[src/rtl/inst_fetch.sv]
// RV32I instruction fetch: PC, single-outstanding imem req/ack, registered instruction with imm_sel pre-decode.
// Optional macro FETCH_MISALIGN_CHECK_EN rejects redirects whose target is not word aligned.
module inst_fetch #(
    parameter logic [31:0] RESET_PC = 32'h0000_0000
) (
    input  logic        clk,
    input  logic        rst,
    output logic        imem_req,
    output logic [31:0] imem_addr,
    input  logic        imem_ack,
    input  logic [31:0] imem_rdata,
    output logic        inst_valid,
    input  logic        inst_ready,
    output logic [31:0] inst_out,
    output logic [31:0] pc_out,
    output logic [2:0]  imm_sel,
    output logic        illegal_op,
    input  logic        redirect,
    input  logic [31:0] redirect_target,
    output logic        misalign_err
);

    localparam logic [31:0] NOP = 32'h0000_0013;

    typedef enum logic [1:0] {IDLE, REQ, HOLD} state_t;

    state_t      state;
    logic [31:0] pc;
    logic        kill;
    logic        redirect_eff;
    logic [31:0] target_al;
    logic [3:0]  dec_p0;

    // {illegal, imm_sel} from the major opcode
    function automatic logic [3:0] decode_imm(input logic [6:0] opc);
        logic [3:0] r;
        case (opc)
            7'b0000011, 7'b0010011, 7'b1100111: r = 4'b0_000;
            7'b0100011:                         r = 4'b0_001;
            7'b1100011:                         r = 4'b0_010;
            7'b0110111, 7'b0010111:             r = 4'b0_011;
            7'b1101111:                         r = 4'b0_100;
            7'b0110011:                         r = 4'b0_000;
            default:                            r = 4'b1_000;
        endcase
        return r;
    endfunction

    assign target_al = {redirect_target[31:2], 2'b00};
    assign dec_p0    = decode_imm(imem_rdata[6:0]);

`ifdef FETCH_MISALIGN_CHECK_EN
    assign redirect_eff = redirect && (redirect_target[1:0] == 2'b00);

    always_ff @(posedge clk or posedge rst) begin
        if (rst)
            misalign_err <= 1'b0;
        else
            misalign_err <= redirect && (redirect_target[1:0] != 2'b00);
    end
`else
    logic unused_tgt_lsb;
    assign unused_tgt_lsb = ^redirect_target[1:0];
    assign redirect_eff   = redirect;
    assign misalign_err   = 1'b0;
`endif

    always_ff @(posedge clk or posedge rst) begin
        if (rst) begin
            state      <= IDLE;
            pc         <= RESET_PC;
            kill       <= 1'b0;
            imem_req   <= 1'b0;
            imem_addr  <= RESET_PC;
            inst_valid <= 1'b0;
            inst_out   <= NOP;
            pc_out     <= RESET_PC;
            imm_sel    <= 3'b000;
            illegal_op <= 1'b0;
        end else begin
            case (state)
                IDLE: begin
                    state    <= REQ;
                    imem_req <= 1'b1;
                    if (redirect_eff) begin
                        pc        <= target_al;
                        imem_addr <= target_al;
                    end else begin
                        imem_addr <= pc;
                    end
                end
                REQ: begin
                    // imem_addr stays on the outstanding request even when pc moves
                    if (redirect_eff)
                        pc <= target_al;
                    if (imem_ack) begin
                        imem_req <= 1'b0;
                        if (kill || redirect_eff) begin
                            kill  <= 1'b0;
                            state <= IDLE;
                        end else begin
                            inst_out   <= imem_rdata;
                            pc_out     <= imem_addr;
                            imm_sel    <= dec_p0[2:0];
                            illegal_op <= dec_p0[3];
                            inst_valid <= 1'b1;
                            state      <= HOLD;
                        end
                    end else if (redirect_eff) begin
                        kill <= 1'b1;
                    end
                end
                HOLD: begin
                    if (redirect_eff) begin
                        pc         <= target_al;
                        imem_addr  <= target_al;
                        imem_req   <= 1'b1;
                        inst_valid <= 1'b0;
                        state      <= REQ;
                    end else if (inst_ready) begin
                        pc         <= pc + 32'd4;
                        imem_addr  <= pc + 32'd4;
                        imem_req   <= 1'b1;
                        inst_valid <= 1'b0;
                        state      <= REQ;
                    end
                end
                default: state <= IDLE;
            endcase
        end
    end

endmodule

[config.mk]
export PLATFORM = sky130hd
export DESIGN_NAME = inst_fetch
export DESIGN_NICKNAME = d
export VERILOG_FILES = /design/src/rtl/inst_fetch.sv
export SDC_FILE = /design/constraint.sdc
export NUM_CORES = 1
export LEC_CHECK = 0
export ABC_CLOCK_PERIOD_IN_PS = 6420
export CORE_MARGIN = 2
export CORE_UTILIZATION = 45
export CTS_BUF_LIST = sky130_fd_sc_hd__clkbuf_8 sky130_fd_sc_hd__clkbuf_16
export DETAILED_ROUTE_END_ITERATION = 10
export PLACE_DENSITY_LB_ADDON = 0.3
export SYNTH_ARGS = -nofsm -noshare
export SYNTH_HDL_FRONTEND = slang
export SYNTH_SLANG_ARGS = --single-unit
[constraint.sdc]
create_clock -name clk -period 6.42 [get_ports clk]
set_input_delay 0.642 -clock clk [delete_from_list [all_inputs] [get_ports clk]]
set_output_delay 0.642 -clock clk [all_outputs]
set_load 0.05 [all_outputs]
After elaboration in Yosys (flattened, before gate mapping)
Index checks and enable logic that the tools add are counted.
Operators by class
  $add $sub $neg: 1
  $mul: 0
  div/mod/pow operators: 0
  magnitude comparators: 0
  eq/ne operators: 15
  shifts and indexed selects: 0
  muxes and demuxes: 23
  bitwise logic cells: 1
  reductions and logical operators: 17
Operator list (count)
  $pmux 32 s2: 2
  $mux 32: 3
  $add 32x3->32 const B: 1
  $eq 7x6->1 const B: 3
  $eq 7x7->1 const B: 3
  $pmux 4 s5: 1
  $eq 7x5->1 const B: 2
  $mux 1: 10
  $reduce_and 3->1: 3
  $mux 2: 4
  $reduce_bool 2->1: 4
  $eq 7x2->1 const B: 1
  $pmux 2 s3: 1
  $reduce_and 2->1: 3
  $ne 2x2->1 const B: 2
  $reduce_and 4->1: 1
  $reduce_or 2->1: 2
  $reduce_or 4->1: 1
  $ne 3x3->1 const B: 1
  $pmux 1 s3: 1
  $reduce_bool 3->1: 1
  $eq 2x1->1 const B: 1
  $eq 2x2->1 const B: 1
  $logic_not 2->1: 1
  4 further kinds: 4
Word-level totals
  bits in registers: 137
  latch bits: 0
  RAM bits: 0
  bits in read-only memories: 0
  bits of input ports: 69
  output and inout bits: 103
  logic and storage cells: 67
  memories: 0

Logic depth before layout (Yosys ltp)
  word-level depth: 4
  depth in mapped cells: 7
  gate-level depth less buffers: 6

Worst setup path before layout
OpenSTA, ideal clock, no wires.
  kind: in2reg
  from: in redirect
  to: reg imem_addr[20]
  setup time: 0.068 ns
  arrival time: 2.123 ns
  data required time: 6.352 ns
  slack: 4.229 ns
  stages: 7
  buffers on the path: 3
  path through: clkbuf_1 nor2_1 a21oi_1 clkbuf_1 clkbuf_1 o311ai_0 nand2_1
On the way
  longest elaborated chain between the ends: 2
  elaborated cells between the ends (all ways): 5
  those cells by class: 1 x eq/ne; 3 x mux; 1 x reduce/logical
RTL lines
  start: declaration: RTL line 18  | input logic redirect,
  $mux 32 (tied with other cells): RTL line 114  | if (redirect_eff) begin
  $pmux 32 s2 or $reduce_and 2->1 (tied branches)
  end signal: assignment: RTL line 87  | imem_addr <= target_al;
  end signal: assignment: RTL line 89  | imem_addr <= pc;
  end signal: assignment: RTL line 116  | imem_addr <= target_al;
  end: declaration: RTL line 9  | output logic [31:0] imem_addr,
Several ways; a longest one is shown, not always the timed one.
A chain may end at the register's enable or synchronous reset.

Worst setup path in the final report
  from: in redirect
  to: reg pc[7]
On the way
  longest elaborated chain between the ends: 2
  elaborated cells between the ends (all ways): 5
  those cells by class: 1 x eq/ne; 3 x mux; 1 x reduce/logical
RTL lines
  $mux 32 (tied with other cells): RTL line 114
  $pmux 32 s2 or $reduce_and 2->1 (tied branches)
  end signal: assignment: RTL line 86  | pc <= target_al;
  end signal: assignment: RTL line 115  | pc <= target_al;
  end signal: assignment: RTL line 121  | pc <= pc + 32'd4;
  end: declaration: RTL line 28  | logic [31:0] pc;
Several ways; a longest one is shown, not always the timed one.

==> out/metrics.csv <==
stage;metric;value;unit
layout;multi_input_comb_area;3040;sq um
clock_tree;cts_made_buffers;17;
routing;drt-initial-drc-count;456;
layout;fin_nets;837;
hold_path;hold_class;flip-flop to flip-flop;
placement;gp_congestion;0.854;
timing;layout_setup_ws;3.54;ns
synth;ys_seq_area_share;51.4;%
clock_tree;cts_tree;built;
clock_tree;cts-resized-gates;0;
routing;first_pass_iters;5;
layout;post_route_cells_drive_above_1_share;15.9;%
global_routing;overflow;0;
floorplan;die_width;126;um
layout;nFillCells;1189;
global_routing;first_global_vias;5590;
power;leakagePower;3.76;nW
floorplan;core;14500;sq um
synth;synth_edf_count;0;
power;p_per_area;452;nW/um^2
routing;avgViaCountPerCell;5.63;
synth;synthArstFlopShare;100;%
timing;min_period;2.88;ns
timing;drv_slew;0;
setup_path;critPathLaunchType;input pin;
timing;rsz0062_at_grt;false;
floorplan;die_h;126;um
layout;regArea;3430;sq um
clock_tree;ctsHoldBuffers;0;
floorplan;initial_utilization;45.9;%
power;swShare;42.9;%
floorplan;io_pins;172;
power;clockPowerShare;21.5;%
synth;synthesis.instances;620;
placement;preCtsSetupSlack;3.15;ns
global_routing;grt_max_degree;75;
run_status;status;completed;
clock_tree;ctsLongestPathBuffers;2;
timing;tightest_slew;1.09;ns
clock_tree;cts-root-buf;clkbuf_16;
timing;hold_viol;0;
clock_tree;cts_setup_buffers;0;
placement;io_buffers;168;
setup_path;cp-end-kind;flip-flop;
clock_tree;clk_latency;0.42;ns
synth;synth.top_cells.by_count;134 x dfrtp_1, 72 x nand2_1, 68 x mux2_2, 35 x clkbuf_1, 35 x nor2_1;
timing;finalSetupViolCount;0;
routing;ant_nets;0;
power;combPwrFrac;45.8;%
layout;syn2layout_area_growth;34.7;%
synth;yosysMostFrequentCell;dfrtp_1;
synth;synth_area_leader_cell;dfrtp_1;
setup_path;cp_data_arrival_time;3.18;ns
clock_tree;htree_levels;4;
power;intPower;0.00232;W
clock_tree;cts_sinks;137;
floorplan;die_area;15800;sq um
power;irDropWorstVdd;0.353;mV
synth;ys_seq_elements;137;
synth;syn-num-nets;690;
run;drv_cap;0;
global_routing;grt.total_usage;22.2;%
timing;fin_setup_tns;0;ns
synth;synth_top_area_share;50.3;%
synth;synthTopCellsByArea;dfrtp_1 50%, mux2_2 11%, nand2_1 4.1%;
timing;relSlewSlack;26.9;%
global_routing;grt_pass1_wl;28200;um
floorplan;rows;44;
timing;finalCritPeriodShare;44.8;%
routing;wire_per_inst;17.7;um
setup_path;critPathRequiredTime;6.72;ns
placement;hpwl;11400;um
routing;drc;0;
synth;synth_area_per_cell;10.8;sq um
power;power_frac_seq;32.7;%
setup_path;critPathMaxFanout;56;
timing;finalClockSkew;0.0130;ns
synth;synth_ff_type;dfrtp_1;
synth;yosysWarnings;0;
power;p_switching;0.00174;W
routing;vias;5431;
clock_tree;cts.clk_slew.worst_paths;0.06;ns
synth;syn_area;6670;sq um
setup_path;crit_type;input pin to flip-flop;
global_routing;antenna_found_initial;1;
routing;drt_wl_total;17100;um
synth;synth.distinct_cells;62;
timing;fmax;0.348;GHz
## metal layers
metal	up-vias	wire length, um	track usage, %
met4	0	231	7.63
met1	2705	7060	28.1
met5	-	0	0
li1	2533	-	-
met2	174	8820	36.8
met3	19	1010	6.16
## critical path, stage by stage
cell and delay (ns):
buf_2 0.37, buf_4 0.53, nor2_1 0.26, o21ai_2 0.58
buf_4 0.37, o21ai_0 0.13, a22o_1 0.26
## cell families after synthesis
kind of cell | synth area share (%)
adders and majority gates | 0.188
buffers and inverters | 3.23
DFF | 51.4
and+or+nand+nor | 16.3
muxes | 12.7
other | 0.0562
xor gates and xnor gates | 2.89
AOI/OAI and AO/OA | 13.2
## state kept, by name, summed over array words and instances, names as in the netlist, 2 cells and up
name and count:
imem_addr 32, inst_out 32, state 2, imm_sel 3
pc 32, pc_out 32
## placed cells by master (no fill, tap or decap), types with 6 or more instances in the layout
| cell type | n |
|---|---|
| a21oi_1 | 18 |
| a31oi_1 | 11 |
| and3_1 | 11 |
| clkbuf_16 | 17 |
| clkdlybuf4s50_1 | 167 |
| clkinv_2 | 6 |
| dfrtp_1 | 134 |
| inv_1 | 10 |
| mux2_2 | 68 |
| mux2i_1 | 8 |
| nand2_1 | 72 |
| nand3_1 | 24 |
| nand4_1 | 10 |
| nor2_1 | 35 |
| nor2b_1 | 6 |
| nor3_1 | 7 |
| o21a_1 | 11 |
| o21ai_0 | 34 |
| o22a_1 | 9 |
| xnor2_1 | 14 |
| xor2_1 | 8 |
## worst paths after layout
path | from | endpoint | slack, ns | cells past startpoint
worst min-delay path | imm_sel[2] | imm_sel[2] | 0.49 | 2
max in group asynchronous | rst | inst_valid | 4.34 | 3
worst max-delay path | redirect | pc[7] | 3.54 | 7
worst min register to register | imm_sel[2] | imm_sel[2] | 0.49 | 2
worst max register to register | pc[2] | pc[24] | 3.69 | 6
min in group asynchronous | rst | pc_out[5] | 0.67 | 2
## power by group through the flow
stage	Sequential, W	Combinational, W	Clock (W)
after floorplan	0.00216	0.000387	0
final	0.00133	0.00186	0.000872
after detailed placement	0.00134	0.00187	0
after CTS	0.00133	0.00188	0.000888
after global routing	0.00137	0.00194	0.000934
after global placement	0.00132	0.00185	0
## per-stage QoR
| stage | total power [W] | util [%] | instances | hold WS, ns | instance area (sq um) |
|---|---|---|---|---|---|
| global route | 0.00424 | 61.8 | 965 | 0.520 | 8990 |
| finish | 0.00406 | 61.8 | 965 | 0.485 | 8990 |
| detailed placement | 0.00321 | 58.2 | 932 | 0.477 | 8460 |
| global placement | 0.00317 | 58.2 | 932 | 0.459 | 8460 |
| CTS | 0.00410 | 61.8 | 964 | 0.490 | 8980 |
| floorplan | 0.00255 | - | 620 | 0.492 | 6670 |
## area by class of cell
class | count | share of cell area, %
flip-flops and latches | 137 | 38.2
multi-input cells | 430 | 33.9
repair buffers | 173 | 19.1
clock buffers | 20 | 5.19
well taps | 184 | 2.56
clock inverters | 12 | 0.682
inverters | 8 | 0.390
diodes | 1 | 0.0278
Power figures use the tool's default switching activity.
